--- src/rtl/fb_pkg.sv ---
// Shared frame-buffer definitions: bus widths, arbiter state encoding and
// the pixel-pair word layout used by the scan controller and image loader.
package fb_pkg;

  localparam int FB_DATA_WIDTH = 48;
  localparam int FB_ADDR_WIDTH = 15;
  localparam int STARVE_CNT_W  = 8;

  // Operation issued to the RAM in the current cycle.
  typedef enum logic [1:0] {
    ARB_IDLE = 2'd0,
    ARB_RD   = 2'd1,
    ARB_WR   = 2'd2
  } arb_state_t;

  // Pixel-pair word: pixel 0 in the low 24 bits, pixel 1 above it;
  // within a pixel the channels run B (low byte), G, R (high byte).
  localparam int PIX_BITS = 24;
  localparam int CH_BITS  = 8;
  localparam int PIX0_LSB = 0;
  localparam int PIX1_LSB = 24;
  localparam int CH_B_OFS = 0;
  localparam int CH_G_OFS = 8;
  localparam int CH_R_OFS = 16;

  function automatic logic [FB_DATA_WIDTH-1:0] pack_pixel_pair(
    input logic [PIX_BITS-1:0] pix0,
    input logic [PIX_BITS-1:0] pix1
  );
    return {pix1, pix0};
  endfunction

endpackage

--- src/rtl/fb_arbiter_if.sv ---
// Requester and RAM-side signal bundle of the frame-buffer arbiter.
// slave = arbiter side, master = requesters plus RAM macro.
interface fb_arbiter_if
  import fb_pkg::*;
#(
  parameter int DATA_WIDTH = FB_DATA_WIDTH,
  parameter int ADDR_WIDTH = FB_ADDR_WIDTH
);

  logic                    rd_req;
  logic [ADDR_WIDTH-1:0]   rd_addr;
  logic                    rd_gnt;
  logic                    rd_valid;
  logic [DATA_WIDTH-1:0]   rd_data;
  logic                    wr_req;
  logic [ADDR_WIDTH-1:0]   wr_addr;
  logic [DATA_WIDTH-1:0]   wr_data;
  logic                    wr_gnt;
  logic [ADDR_WIDTH-1:0]   ram_addr;
  logic [DATA_WIDTH-1:0]   ram_wdata;
  logic                    ram_we;
  logic [DATA_WIDTH-1:0]   ram_rdata;
  logic [STARVE_CNT_W-1:0] starve_cnt;

  modport slave (
    input  rd_req, rd_addr, wr_req, wr_addr, wr_data, ram_rdata,
    output rd_gnt, rd_valid, rd_data, wr_gnt, ram_addr, ram_wdata, ram_we, starve_cnt
  );

  modport master (
    output rd_req, rd_addr, wr_req, wr_addr, wr_data, ram_rdata,
    input  rd_gnt, rd_valid, rd_data, wr_gnt, ram_addr, ram_wdata, ram_we, starve_cnt
  );

endinterface

--- src/rtl/fb_arb_grant.sv ---
// Combinational grant decision: reads win unless a starved write is forced.
// The forced-write rule exists only when FB_ARB_STARVE_EN is defined.
module fb_arb_grant
  import fb_pkg::*;
#(
  parameter int WR_STARVE_MAX = 8
) (
  input  logic                    rd_req,
  input  logic                    wr_req,
  input  logic [STARVE_CNT_W-1:0] starve_cnt,
  output logic                    rd_gnt,
  output logic                    wr_gnt
);

  localparam logic [STARVE_CNT_W-1:0] STARVE_MAX = STARVE_CNT_W'(WR_STARVE_MAX);

  logic force_wr;

`ifdef FB_ARB_STARVE_EN
  assign force_wr = wr_req && (starve_cnt >= STARVE_MAX);
`else
  // Strict read priority: the count and threshold have no effect here.
  logic unused_starve;
  assign unused_starve = ^{starve_cnt, STARVE_MAX};
  assign force_wr      = 1'b0;
`endif

  always_comb begin
    // NOTE: both outputs get a default before any branch, so no path leaves
    // them unassigned and no latch is inferred.
    rd_gnt = 1'b0;
    wr_gnt = 1'b0;
    if (force_wr)    wr_gnt = 1'b1;
    else if (rd_req) rd_gnt = 1'b1;
    else if (wr_req) wr_gnt = 1'b1;
  end

endmodule

--- src/rtl/fb_arbiter.sv ---
// Single-port frame-buffer RAM arbiter: read priority with a bounded write
// starvation interval (define FB_ARB_STARVE_EN to enable forced writes).
module fb_arbiter
  import fb_pkg::*;
#(
  parameter int WR_STARVE_MAX = 8
) (
  input logic         clk_in,
  input logic         rst,
  fb_arbiter_if.slave bus
);

  arb_state_t              state;
  arb_state_t              state_next;
  logic                    rd_gnt_raw;
  logic                    wr_gnt_raw;
  logic                    rd_gnt;
  logic                    wr_gnt;
  logic                    rd_valid_q;
  logic [STARVE_CNT_W-1:0] starve_cnt;

  fb_arb_grant #(
    .WR_STARVE_MAX(WR_STARVE_MAX)
  ) u_grant (
    .rd_req    (bus.rd_req),
    .wr_req    (bus.wr_req),
    .starve_cnt(starve_cnt),
    .rd_gnt    (rd_gnt_raw),
    .wr_gnt    (wr_gnt_raw)
  );

  // Nothing is granted while reset is held, so no transfer is lost silently.
  assign rd_gnt = rd_gnt_raw & ~rst;
  assign wr_gnt = wr_gnt_raw & ~rst;

  always_comb begin
    state_next = ARB_IDLE;
    if (rd_gnt)      state_next = ARB_RD;
    else if (wr_gnt) state_next = ARB_WR;
  end

  // NOTE: clocked blocks use non-blocking assignments so every register
  // samples the values present before the edge, independent of block order.
  always_ff @(posedge clk_in) begin
    if (rst) state <= ARB_IDLE;
    else     state <= state_next;
  end

  // The state register doubles as the RAM command stage: ARB_RD marks the
  // first rd_valid stage, ARB_WR is the registered write enable.
  always_ff @(posedge clk_in) begin
    if (rst) rd_valid_q <= 1'b0;
    else     rd_valid_q <= (state == ARB_RD);
  end

  always_ff @(posedge clk_in) begin
    if (rst) begin
      bus.ram_addr  <= '0;
      bus.ram_wdata <= '0;
    end else if (rd_gnt) begin
      bus.ram_addr  <= bus.rd_addr;
    end else if (wr_gnt) begin
      bus.ram_addr  <= bus.wr_addr;
      bus.ram_wdata <= bus.wr_data;
    end
  end

`ifdef FB_ARB_STARVE_EN
  always_ff @(posedge clk_in) begin
    if (rst || !bus.wr_req || wr_gnt)      starve_cnt <= '0;
    else if (starve_cnt != '1)             starve_cnt <= starve_cnt + 1'b1;
  end
`else
  assign starve_cnt = '0;
`endif

  assign bus.ram_we     = (state == ARB_WR);
  assign bus.rd_gnt     = rd_gnt;
  assign bus.wr_gnt     = wr_gnt;
  assign bus.rd_valid   = rd_valid_q;
  assign bus.rd_data    = bus.ram_rdata;
  assign bus.starve_cnt = starve_cnt;

endmodule

--- src/flat_wrapper.sv ---
// flat-port wrapper written by rule: the top's interface ports become plain ports
module fb_arbiter_flat import fb_pkg::*;
#(
  parameter int WR_STARVE_MAX = 8
)
  (clk_in, rst, bus_rd_req, bus_rd_addr, bus_wr_req, bus_wr_addr, bus_wr_data, bus_ram_rdata, bus_rd_gnt, bus_rd_valid, bus_rd_data, bus_wr_gnt, bus_ram_addr, bus_ram_wdata, bus_ram_we, bus_starve_cnt);
  fb_arbiter_if bus_i ();
  input logic clk_in;
  input logic rst;
  input wire logic [$bits(bus_i.rd_req)-1:0] bus_rd_req;
  input wire logic [$bits(bus_i.rd_addr)-1:0] bus_rd_addr;
  input wire logic [$bits(bus_i.wr_req)-1:0] bus_wr_req;
  input wire logic [$bits(bus_i.wr_addr)-1:0] bus_wr_addr;
  input wire logic [$bits(bus_i.wr_data)-1:0] bus_wr_data;
  input wire logic [$bits(bus_i.ram_rdata)-1:0] bus_ram_rdata;
  output wire logic [$bits(bus_i.rd_gnt)-1:0] bus_rd_gnt;
  output wire logic [$bits(bus_i.rd_valid)-1:0] bus_rd_valid;
  output wire logic [$bits(bus_i.rd_data)-1:0] bus_rd_data;
  output wire logic [$bits(bus_i.wr_gnt)-1:0] bus_wr_gnt;
  output wire logic [$bits(bus_i.ram_addr)-1:0] bus_ram_addr;
  output wire logic [$bits(bus_i.ram_wdata)-1:0] bus_ram_wdata;
  output wire logic [$bits(bus_i.ram_we)-1:0] bus_ram_we;
  output wire logic [$bits(bus_i.starve_cnt)-1:0] bus_starve_cnt;
  assign bus_i.rd_req = bus_rd_req;
  assign bus_i.rd_addr = bus_rd_addr;
  assign bus_i.wr_req = bus_wr_req;
  assign bus_i.wr_addr = bus_wr_addr;
  assign bus_i.wr_data = bus_wr_data;
  assign bus_i.ram_rdata = bus_ram_rdata;
  assign bus_rd_gnt = bus_i.rd_gnt;
  assign bus_rd_valid = bus_i.rd_valid;
  assign bus_rd_data = bus_i.rd_data;
  assign bus_wr_gnt = bus_i.wr_gnt;
  assign bus_ram_addr = bus_i.ram_addr;
  assign bus_ram_wdata = bus_i.ram_wdata;
  assign bus_ram_we = bus_i.ram_we;
  assign bus_starve_cnt = bus_i.starve_cnt;
  fb_arbiter #(.WR_STARVE_MAX(WR_STARVE_MAX)) u_core (.clk_in(clk_in), .rst(rst), .bus(bus_i));
endmodule
--- config.mk ---
export PLATFORM = sky130hd
export DESIGN_NAME = fb_arbiter_flat
export DESIGN_NICKNAME = d
export VERILOG_FILES = /design/src/rtl/fb_pkg.sv /design/src/rtl/fb_arbiter_if.sv /design/src/rtl/fb_arb_grant.sv /design/src/rtl/fb_arbiter.sv /design/src/flat_wrapper.sv
export SDC_FILE = /design/constraint.sdc
export NUM_CORES = 1
export LEC_CHECK = 0
export CORE_MARGIN = 2
export CORE_UTILIZATION = 37
export DETAILED_ROUTE_END_ITERATION = 6
export GPL_TIMING_DRIVEN = 0
export PLACE_DENSITY = 0.95
export SYNTH_ARGS = -nofsm -noshare
export SYNTH_HDL_FRONTEND = slang
export SYNTH_SLANG_ARGS = --single-unit
--- constraint.sdc ---
create_clock -name clk_in -period 2.9 [get_ports clk_in]
set_input_delay 0.58 -clock clk_in [delete_from_list [all_inputs] [get_ports clk_in]]
set_output_delay 0.58 -clock clk_in [all_outputs]
set_load 0.01 [all_outputs]
==> flow_metrics.py, run 1 <==
metrics = {
    "outcome": {
        "status": "finished, final reports clean",
    },
    "setup_path": {
        "timing.critical_path.arrival_ns": 1.94,
        "r2r_setup_slack_ns": 1.98,
        "start_kind": "input port",
        "criticalPathCategory": "input port to output pin",
        "endpoint_kind": "output pin",
        "critPathRequiredTime_ns": 2.32,
        "worstPathMaxFanout": 10,
    },
    "sta": {
        "skew_ns": 0.000168,
        "setup_viol": 0,
        "fin_crit_sh_pct": 87.1,
        "fmax_mhz": 396,
        "hold_viol": 0,
        "rsz0062_at_grt": "no",
        "slew_viol_final": 0,
        "relSlewSlack_pct": 54.4,
        "finalCriticalPeriod_ns": 2.52,
        "tightest_slew_ns": 0.684,
        "setup_tns_ns": 0,
    },
    "global_routing": {
        "grt_pass1_wl_um": 14200,
        "grt_util_all_layers_pct": 18.1,
        "overflow": 0,
        "grt_pass1_vias": 3029,
        "grt_start_max_net_pins": 11,
        "antenna_found_initial": 0,
    },
    "synth": {
        "synth.most_common_cell": "dfxtp_1",
        "synth-seq-cells": 66,
        "ys_types": 20,
        "yosysSeqAreaShare_pct": 40.0,
        "async_flop_share_pct": 0,
        "synth_ff_type": "dfxtp_1",
        "synth_enable_flop_cells": 0,
        "yosysTopAreaCellShare_pct": 40.0,
        "yosysTopAreaCell": "dfxtp_1",
        "ys_warn_count": 0,
        "netlist_top_cells_area": "dfxtp_1 40%, buf_4 13%, a21oi_2 10%",
        "synth.avg_cell_area_um2": 9.63,
        "yosys-top-cells-count": "66 x dfxtp_1, 56 x buf_4, 50 x nand2_2, 46 x nand2_1, 38 x a21oi_2",
        "syn_area_mm2": 0.00330,
        "syn_inst": 343,
    },
    "cells_and_area": {
        "syn2layout_area_growth_pct": 69.2,
        "fin_util_pct": 64.4,
        "diodes": 0,
        "drive_above_1_share_pct": 34.6,
        "nNetsFinal": 684,
    },
    "drt": {
        "top_layer_used": "met4",
        "ant_nets": 0,
        "drc_errors": 0,
        "wl_met1_um": 3320,
        "vias": 2987,
        "wl_met3_um": 892,
        "first_iter_violations": 46,
        "finalWirelength_um": 9120,
        "route.met2.wl_um": 4740,
        "dr.pass1.iters": 5,
        "viasPerCell": 4.49,
        "drt-wirelength-per-cell_um": 13.7,
    },
    "power_and_ir_drop": {
        "seqPwrFrac_pct": 42.3,
        "p_leak_nw": 2.22,
        "p_per_area_mw_per_mm2": 416,
        "p_comb_share_pct": 24.9,
        "p_sw_share_pct": 24.6,
        "internal_power_mw": 1.75,
        "p_sw_mw": 0.571,
        "power_mw": 2.32,
        "clockPowerShare_pct": 32.8,
        "peakVddDrop_mv": 0.239,
    },
    "die": {
        "die-area_mm2": 0.00970,
        "die_w_um": 98.5,
        "initial_core_util_pct": 38.1,
        "rows": 34,
        "core_area_mm2": 0.00868,
        "die_h_um": 98.5,
        "io_pins": 253,
    },
    "clocking": {
        "post_cts_resized": 0,
        "cts.clk_slew.worst_paths_ns": 0.07,
        "cts_setup_buffers": 0,
        "clkSinkCount": 66,
        "cts-buffers-inserted": 9,
        "cts_root_buffer": "clkbuf_8",
        "clk_latency_ns": 0.32,
        "max-clock-path-buffers": 2,
        "htreeDepth": 3,
        "tritoncts": "done",
        "cts_hold_buf": 0,
    },
    "place": {
        "portBuffers": 193,
        "globalplace.congestion": 0.811,
        "dp_hpwl_um": 7320,
    },
    "worst_hold_path": {
        "hold_class": "register to register",
    },
    "flow_run": {
        "maxCapViolCount": 0,
    },
}
[final timing paths]
path	startpoint	endpoint	cells past startpoint
max	rst	bus_wr_gnt	5
min	u_core.state[1]$_SDFF_PP0_	u_core.bus.rd_valid$_SDFF_PP0_	1
max reg2reg	u_core.bus.ram_addr[10]$_SDFFE_PP0P_	u_core.bus.ram_addr[10]$_SDFFE_PP0P_	3
min reg2reg	u_core.state[1]$_SDFF_PP0_	u_core.bus.rd_valid$_SDFF_PP0_	1
[layer usage]
layer / up-vias / GRT usage, %
li1: 1448 / -
met1: 1351 / 19.0
met2: 174 / 33.6
met3: 14 / 6.60
met4: 0 / 5.80
met5: - / 0
[registers in the layout (all words and copies together), names as in the netlist]
register,cells
u_core.bus.ram_addr,15
u_core.bus.ram_wdata,48
u_core.bus.rd_valid,1
u_core.state,2
[cell type report]
cell class / instances / area [um2]
Clock buffer: 11 / 151
Clock inverter: 3 / 40.0
Timing Repair Buffer: 193 / 1930
Tap cell: 108 / 135
Buffer: 79 / 641
Fill cell: 664 / 3090
Sequential cell: 66 / 1320
Multi-Input combinational cell: 205 / 1370
[kinds of logic after synthesis]
| group | after synthesis | share of synthesized area [%] |
|---|---|---|
| simple gates | 119 | 18.1 |
| buf+inv | 79 | 19.4 |
| flops | 66 | 40.0 |
| compound gates | 48 | 11.6 |
| mux | 30 | 10.8 |
| other cells | 1 | 0.114 |
[cell usage in the layout (no fill, tap or decap)]
cell             count
clkdlybuf4s50_1    193
dfxtp_1             66
buf_4               56
nand2_2             50
nand2_1             46
a21oi_2             38
nor2_1              17
mux2i_1             15
clkbuf_8            11
mux2_4              10
a21oi_1             10
conb_1               8
buf_2                6
clkbuf_1             5
buf_6                5
buf_8                5
mux2_2               5
nor2b_1              3
buf_12               2
clkinv_2             2
nand2b_2             1
nor2b_4              1
nor3b_1              1
bufinv_16            1
[per-stage QoR]
step | std cells | hold WS (ns) | setup slack (ns) | cell area [um2]
after CTS | 665 | 0.417 | 0.332 | 5590
after global routing | 665 | 0.448 | 0.243 | 5590
after floorplan | 350 | 0.388 | 1.00 | 3330
final | 665 | 0.414 | 0.375 | 5590
after detailed placement | 651 | 0.406 | 0.333 | 5400
after global placement | 651 | 0.401 | 0.319 | 5400
[worst max-delay path, cell delays in order]
cell and delay (ns):
buf_2 0.15, buf_2 0.24, clkbuf_1 0.38, nor2_1 0.09, clkdlybuf4s50_1 0.50
[power by group through the flow]
stage	combinational, mW	clock (mW)	sequential, mW
global route	0.616	0.818	0.988
CTS	0.584	0.788	0.983
floorplan	0.256	0	1.02
detailed placement	0.581	0	1.00
finish	0.578	0.762	0.983
global placement	0.571	0	1.00
No activity file was read; power rests on OpenSTA's default activity.
==> inputs of run 2 (changes only) <==
--- a/config.mk
+++ b/config.mk
@@ -5,11 +5,12 @@
 export SDC_FILE = /design/constraint.sdc
 export NUM_CORES = 1
 export LEC_CHECK = 0
-export CORE_MARGIN = 2
-export CORE_UTILIZATION = 37
+export CORE_AREA = 2 2 99 101
 export DETAILED_ROUTE_END_ITERATION = 6
-export GPL_TIMING_DRIVEN = 0
-export PLACE_DENSITY = 0.95
+export DIE_AREA = 0 0 101 103
+export DONT_BUFFER_PORTS = 1
+export GPL_TIMING_DRIVEN = 1
+export PLACE_DENSITY = 0.61
 export SYNTH_ARGS = -nofsm -noshare
 export SYNTH_HDL_FRONTEND = slang
 export SYNTH_SLANG_ARGS = --single-unit
==> run 2 against run 1 <==
Global-route usage down 6.5 points. Setup slack improved by 0.98 ns. Register-to-register slack barely moved. Critical endpoint is now u_core.bus.ram_wdata[35]$_SDFFE_PP0P_. Highest routed layer unchanged.
==> flow_metrics.py, run 2 (synthesized netlist as in run 1, its figures left out) <==
metrics = {
    "outcome": {
        "status": "finished, final reports clean",
    },
    "die": {
        "rows": 36,
        "initial_core_util_pct": 34.9,
        "io_pins": 253,
        "core_area_mm2": 0.00946,
        "die-area_mm2": 0.0104,
        "die_w_um": 101,
        "die_h_um": 103,
    },
    "clocking": {
        "clk_latency_ns": 0.33,
        "cts_root_buffer": "clkbuf_8",
        "cts_hold_buf": 0,
        "cts-buffers-inserted": 9,
        "max-clock-path-buffers": 2,
        "cts.clk_slew.worst_paths_ns": 0.07,
        "cts_setup_buffers": 0,
        "post_cts_resized": 0,
        "clkSinkCount": 66,
        "tritoncts": "done",
        "htreeDepth": 3,
    },
    "cells_and_area": {
        "design_area_mm2": 0.00303,
        "fill_cells": 1013,
        "multi_input_area_mm2": 0.00137,
        "register_area_mm2": 0.00132,
        "final_common_cell": "dfxtp_1",
        "largest_reg_flops": 48,
        "drive_above_1_share_pct": 40.8,
        "final_cell_mix": "66 x dfxtp_1, 50 x nand2_2, 46 x nand2_1",
        "nNetsFinal": 414,
        "layout.cells.non_filler": 403,
        "top_register": "u_core.bus.ram_wdata",
        "reg.largest.list": "u_core.bus.ram_wdata: 48 flops, u_core.bus.ram_addr: 15 flops, u_core.state: 2 flops",
        "diodes": 0,
        "fin_util_pct": 32.0,
        "syn2layout_area_growth_pct": -8.37,
    },
    "drt": {
        "first_iter_violations": 27,
        "vias": 1921,
        "ant_nets": 0,
        "drt-wirelength-per-cell_um": 15.7,
        "finalWirelength_um": 6330,
        "dr.pass1.iters": 3,
        "viasPerCell": 4.77,
        "drc_errors": 0,
    },
    "sta": {
        "worst_slack_ns": 1.36,
        "finalCriticalPeriod_ns": 1.54,
        "hold_viol": 0,
        "rsz0062_at_grt": "no",
        "skew_ns": 0.000535,
        "fin_crit_sh_pct": 53.1,
        "setup_viol": 0,
        "slew_viol_final": 0,
        "fmax_mhz": 649,
        "hold_slack_ns": 0.313,
        "setup_tns_ns": 0,
        "relSlewSlack_pct": 53.5,
        "tightest_slew_ns": 0.696,
    },
    "setup_path": {
        "max_stage_delay_ns": 0.57,
        "cp_top_family": "simple AND/OR/NAND/NOR gates",
        "critPathRequiredTime_ns": 3.16,
        "timing.critical_path.arrival_ns": 1.80,
        "path_cells": "nor2b_4 > buf_4 > nand2_2 > a21oi_2",
        "endpoint_kind": "register",
        "r2r_setup_slack_ns": 1.98,
        "criticalPathCategory": "input port to register",
        "cpMaxStageDelayCell": "nor2b_4",
        "rr_worst_depth": 3,
        "cp_num_buf_inv": 1,
        "r2r_start": "u_core.bus.ram_addr[3]$_SDFFE_PP0P_",
        "start_kind": "input port",
        "worstPathMaxFanout": 31,
        "timing.rr.end": "u_core.bus.ram_addr[3]$_SDFFE_PP0P_",
    },
    "place": {
        "place_ws_ns": 0.970,
        "portBuffers": 0,
        "dp_hpwl_um": 4380,
        "globalplace.congestion": 0.688,
        "dp_cells": 387,
        "postPlaceCellArea_mm2": 0.00285,
    },
    "worst_hold_path": {
        "hold_start": "rst",
        "hold_class": "input port to register",
        "min_to": "u_core.bus.ram_wdata[26]$_SDFFE_PP0P_",
        "holdPathStages": 1,
    },
    "power_and_ir_drop": {
        "p_leak_nw": 1.10,
        "peakVddDrop_mv": 0.215,
        "power_mw": 1.88,
        "p_per_area_mw_per_mm2": 622,
    },
    "global_routing": {
        "grt_start_max_net_pins": 69,
        "grt_util_all_layers_pct": 11.6,
        "antenna_found_initial": 0,
        "overflow": 0,
        "grt_pass1_wl_um": 9230,
        "grt_pass1_vias": 1901,
    },
    "flow_run": {
        "maxCapViolCount": 0,
    },
}
==> run 2: how the worst max path moves through the flow <==
| stage | startpoint | to | slack [ns] | depth (start not counted) |
|---|---|---|---|---|
| after CTS | bus_wr_req | u_core.bus.ram_wdata[35]$_SDFFE_PP0P_ | 1.33 | 4 |
| after floorplan | bus_rd_req | bus_wr_gnt | 1.00 | 5 |
| after detailed placement | bus_wr_req | u_core.bus.ram_wdata[35]$_SDFFE_PP0P_ | 0.97 | 4 |
| after global placement | bus_wr_req | u_core.bus.ram_wdata[27]$_SDFFE_PP0P_ | 1.01 | 4 |
| after global routing | bus_wr_req | u_core.bus.ram_wdata[42]$_SDFFE_PP0P_ | 1.28 | 4 |
| final | bus_wr_req | u_core.bus.ram_wdata[35]$_SDFFE_PP0P_ | 1.36 | 4 |
==> run 2: report_power, final <==
group | switching (mW) | internal [mW]
Sequential | 0.0553 | 0.954
Combinational | 0.0717 | 0.0726
Clock | 0.330 | 0.400
Total | 0.457 | 1.43
==> run 2: cell type report <==
class | instances | share of cell area [%]
tap | 114 | 4.71
clock buffer | 14 | 4.71
sequential | 66 | 43.7
timing repair buffer | 2 | 0.496
multi-input combinational | 205 | 45.2
clock inverter | 2 | 1.24
==> run 2: layer usage <==
metal | GRT usage [%] | up-vias | part of all wire, %
met5 | 0 | - | 0
met4 | 6.65 | 0 | 3.1
met3 | 7.25 | 26 | 12
met2 | 18.9 | 113 | 49
met1 | 11.4 | 873 | 36
li1 | - | 909 | -
==> inputs of run 3 (changes only) <==
==> constraint.sdc (replaced) <==
create_clock -name clk_in -period 1.6 [get_ports clk_in]
set_input_delay 0.32 -clock clk_in [delete_from_list [all_inputs] [get_ports clk_in]]
set_output_delay 0.32 -clock clk_in [all_outputs]
set_load 0.01 [all_outputs]
==> run 3 against run 2 <==
Wire length increased by 4.5%. First-iteration DRC count increased by 85%. Clock power is 89% higher. Sequential share of layout area decreased by 0.57 points. Setup slack got worse by 1.1 ns. Combinational power grew 89%. Critical path type is now register to output pin. Critical endpoint is now bus_ram_we. Largest power group unchanged. Highest routed layer unchanged.
==> flow_metrics.py, run 3 (synthesized netlist as in run 1, its figures left out) <==
metrics = {
    "clocking": {
        "cts-buffers-inserted": 9,
        "clkSinkCount": 66,
        "max-clock-path-buffers": 2,
        "htreeDepth": 3,
        "cts.clk_slew.worst_paths_ns": 0.08,
        "cts_hold_buf": 0,
        "tritoncts": "done",
        "clk_latency_ns": 0.34,
        "cts_setup_buffers": 0,
        "post_cts_resized": 0,
        "cts_root_buffer": "clkbuf_8",
    },
    "drt": {
        "first_iter_violations": 50,
        "drc_errors": 0,
        "drt-wirelength-per-cell_um": 16.3,
        "viasPerCell": 4.78,
        "vias": 1934,
        "finalWirelength_um": 6620,
        "dr.pass1.iters": 2,
        "ant_nets": 0,
    },
    "setup_path": {
        "criticalPathCategory": "register to output pin",
        "timing.critical_path.arrival_ns": 0.99,
        "worstPathMaxFanout": 2,
        "critPathRequiredTime_ns": 1.28,
        "endpoint_kind": "output pin",
        "cpMaxStageDelayCell": "dfxtp_1",
        "cp_num_buf_inv": 0,
        "path_cells": "nor2b_1",
        "start_kind": "register",
        "max_stage_delay_ns": 0.34,
        "cp_top_family": "flip-flops",
    },
    "cells_and_area": {
        "largest_reg_flops": 48,
        "nNetsFinal": 417,
        "drive_above_1_share_pct": 42.3,
        "final_common_cell": "dfxtp_1",
        "diodes": 0,
        "final_cell_mix": "66 x dfxtp_1, 50 x nand2_2, 46 x nand2_1",
        "fill_cells": 1020,
        "design_area_mm2": 0.00307,
        "top_register": "u_core.bus.ram_wdata",
        "reg.largest.list": "u_core.bus.ram_wdata: 48 flops, u_core.bus.ram_addr: 15 flops, u_core.state: 2 flops",
        "syn2layout_area_growth_pct": -7.16,
    },
    "place": {
        "portBuffers": 0,
        "postPlaceCellArea_mm2": 0.00288,
        "globalplace.congestion": 0.677,
        "dp_hpwl_um": 4560,
    },
    "die": {
        "initial_core_util_pct": 34.9,
        "core_area_mm2": 0.00946,
        "die-area_mm2": 0.0104,
        "rows": 36,
        "die_w_um": 101,
        "die_h_um": 103,
        "io_pins": 253,
    },
    "sta": {
        "rsz0062_at_grt": "no",
        "hold_viol": 0,
        "slew_viol_final": 0,
        "fmax_mhz": 764,
        "fin_crit_sh_pct": 81.9,
        "setup_viol": 0,
        "setup_tns_ns": 0,
        "skew_ns": 0.00690,
        "finalCriticalPeriod_ns": 1.31,
    },
    "global_routing": {
        "grt_start_max_net_pins": 69,
        "overflow": 0,
        "antenna_found_initial": 0,
        "grt_pass1_vias": 1870,
        "grt_pass1_wl_um": 9440,
        "grt_util_all_layers_pct": 11.8,
    },
    "flow_run": {
        "maxCapViolCount": 0,
    },
    "power_and_ir_drop": {
        "p_leak_nw": 1.13,
        "p_per_area_mw_per_mm2": 1140,
        "clockPowerShare_pct": 39.6,
        "p_sw_share_pct": 24.8,
        "p_sw_mw": 0.863,
        "internal_power_mw": 2.62,
        "p_comb_share_pct": 7.8,
        "seqPwrFrac_pct": 52.6,
        "peakVddDrop_mv": 0.370,
    },
    "worst_hold_path": {
        "hold_class": "input port to register",
    },
    "outcome": {
        "status": "finished, final reports clean",
    },
}
==> run 3: per-stage QoR <==
| step | cells | power, mW | hold slack [ns] | setup slack [ns] | utilization, % |
|---|---|---|---|---|---|
| floorplan | 350 | 2.31 | 0.388 | 0.224 | - |
| global placement | 390 | 2.14 | 0.389 | 0.503 | 30.5 |
| detailed placement | 390 | 2.15 | 0.391 | 0.487 | 30.5 |
| CTS | 405 | 3.56 | 0.0118 | 0.272 | 32.4 |
| global route | 405 | 3.67 | 0.00521 | 0.227 | 32.4 |
| finish | 405 | 3.48 | 0.0437 | 0.290 | 32.4 |
==> run 3: layout make-up <==
class,instances,area (um2),share of cell area (%)
clock buffers,12,145,4.73
clock inverters,3,40.0,1.31
multi-input cells,205,1370,44.6
flip-flops and latches,66,1320,43.1
well taps,114,143,4.65
repair buffers,5,50.0,1.63
==> run 3: per-layer routing <==
metal,GRT usage [%],wire (um),vias to the layer above
met4,6.86,184,0
met5,0,0,-
met3,6.98,758,27
met1,11.6,2500,880
li1,-,-,916
met2,19.5,3170,111
==> run 3: final timing paths <==
path | from | end | slack (ns) | cells past startpoint
setup / recovery | u_core.state[1]$_SDFF_PP0_ | bus_ram_we | 0.29 | 1
hold reg to reg | u_core.state[1]$_SDFF_PP0_ | u_core.bus.rd_valid$_SDFF_PP0_ | 0.43 | 1
hold / removal | rst | u_core.bus.ram_wdata[22]$_SDFFE_PP0P_ | 0.04 | 1
setup reg to reg | u_core.bus.ram_addr[11]$_SDFFE_PP0P_ | u_core.bus.ram_addr[11]$_SDFFE_PP0P_ | 0.69 | 3
==> run 3: power groups by stage <==
stage          Clock (mW)  Combinational (mW)  Sequential (mW)
3_5_place_dp            0               0.275             1.87
3_3_place_gp            0               0.267             1.87
4_1_cts              1.45               0.278             1.83
5_1_grt              1.52               0.304             1.84
6_report             1.38               0.272             1.83
2_1_floorplan           0               0.464             1.85
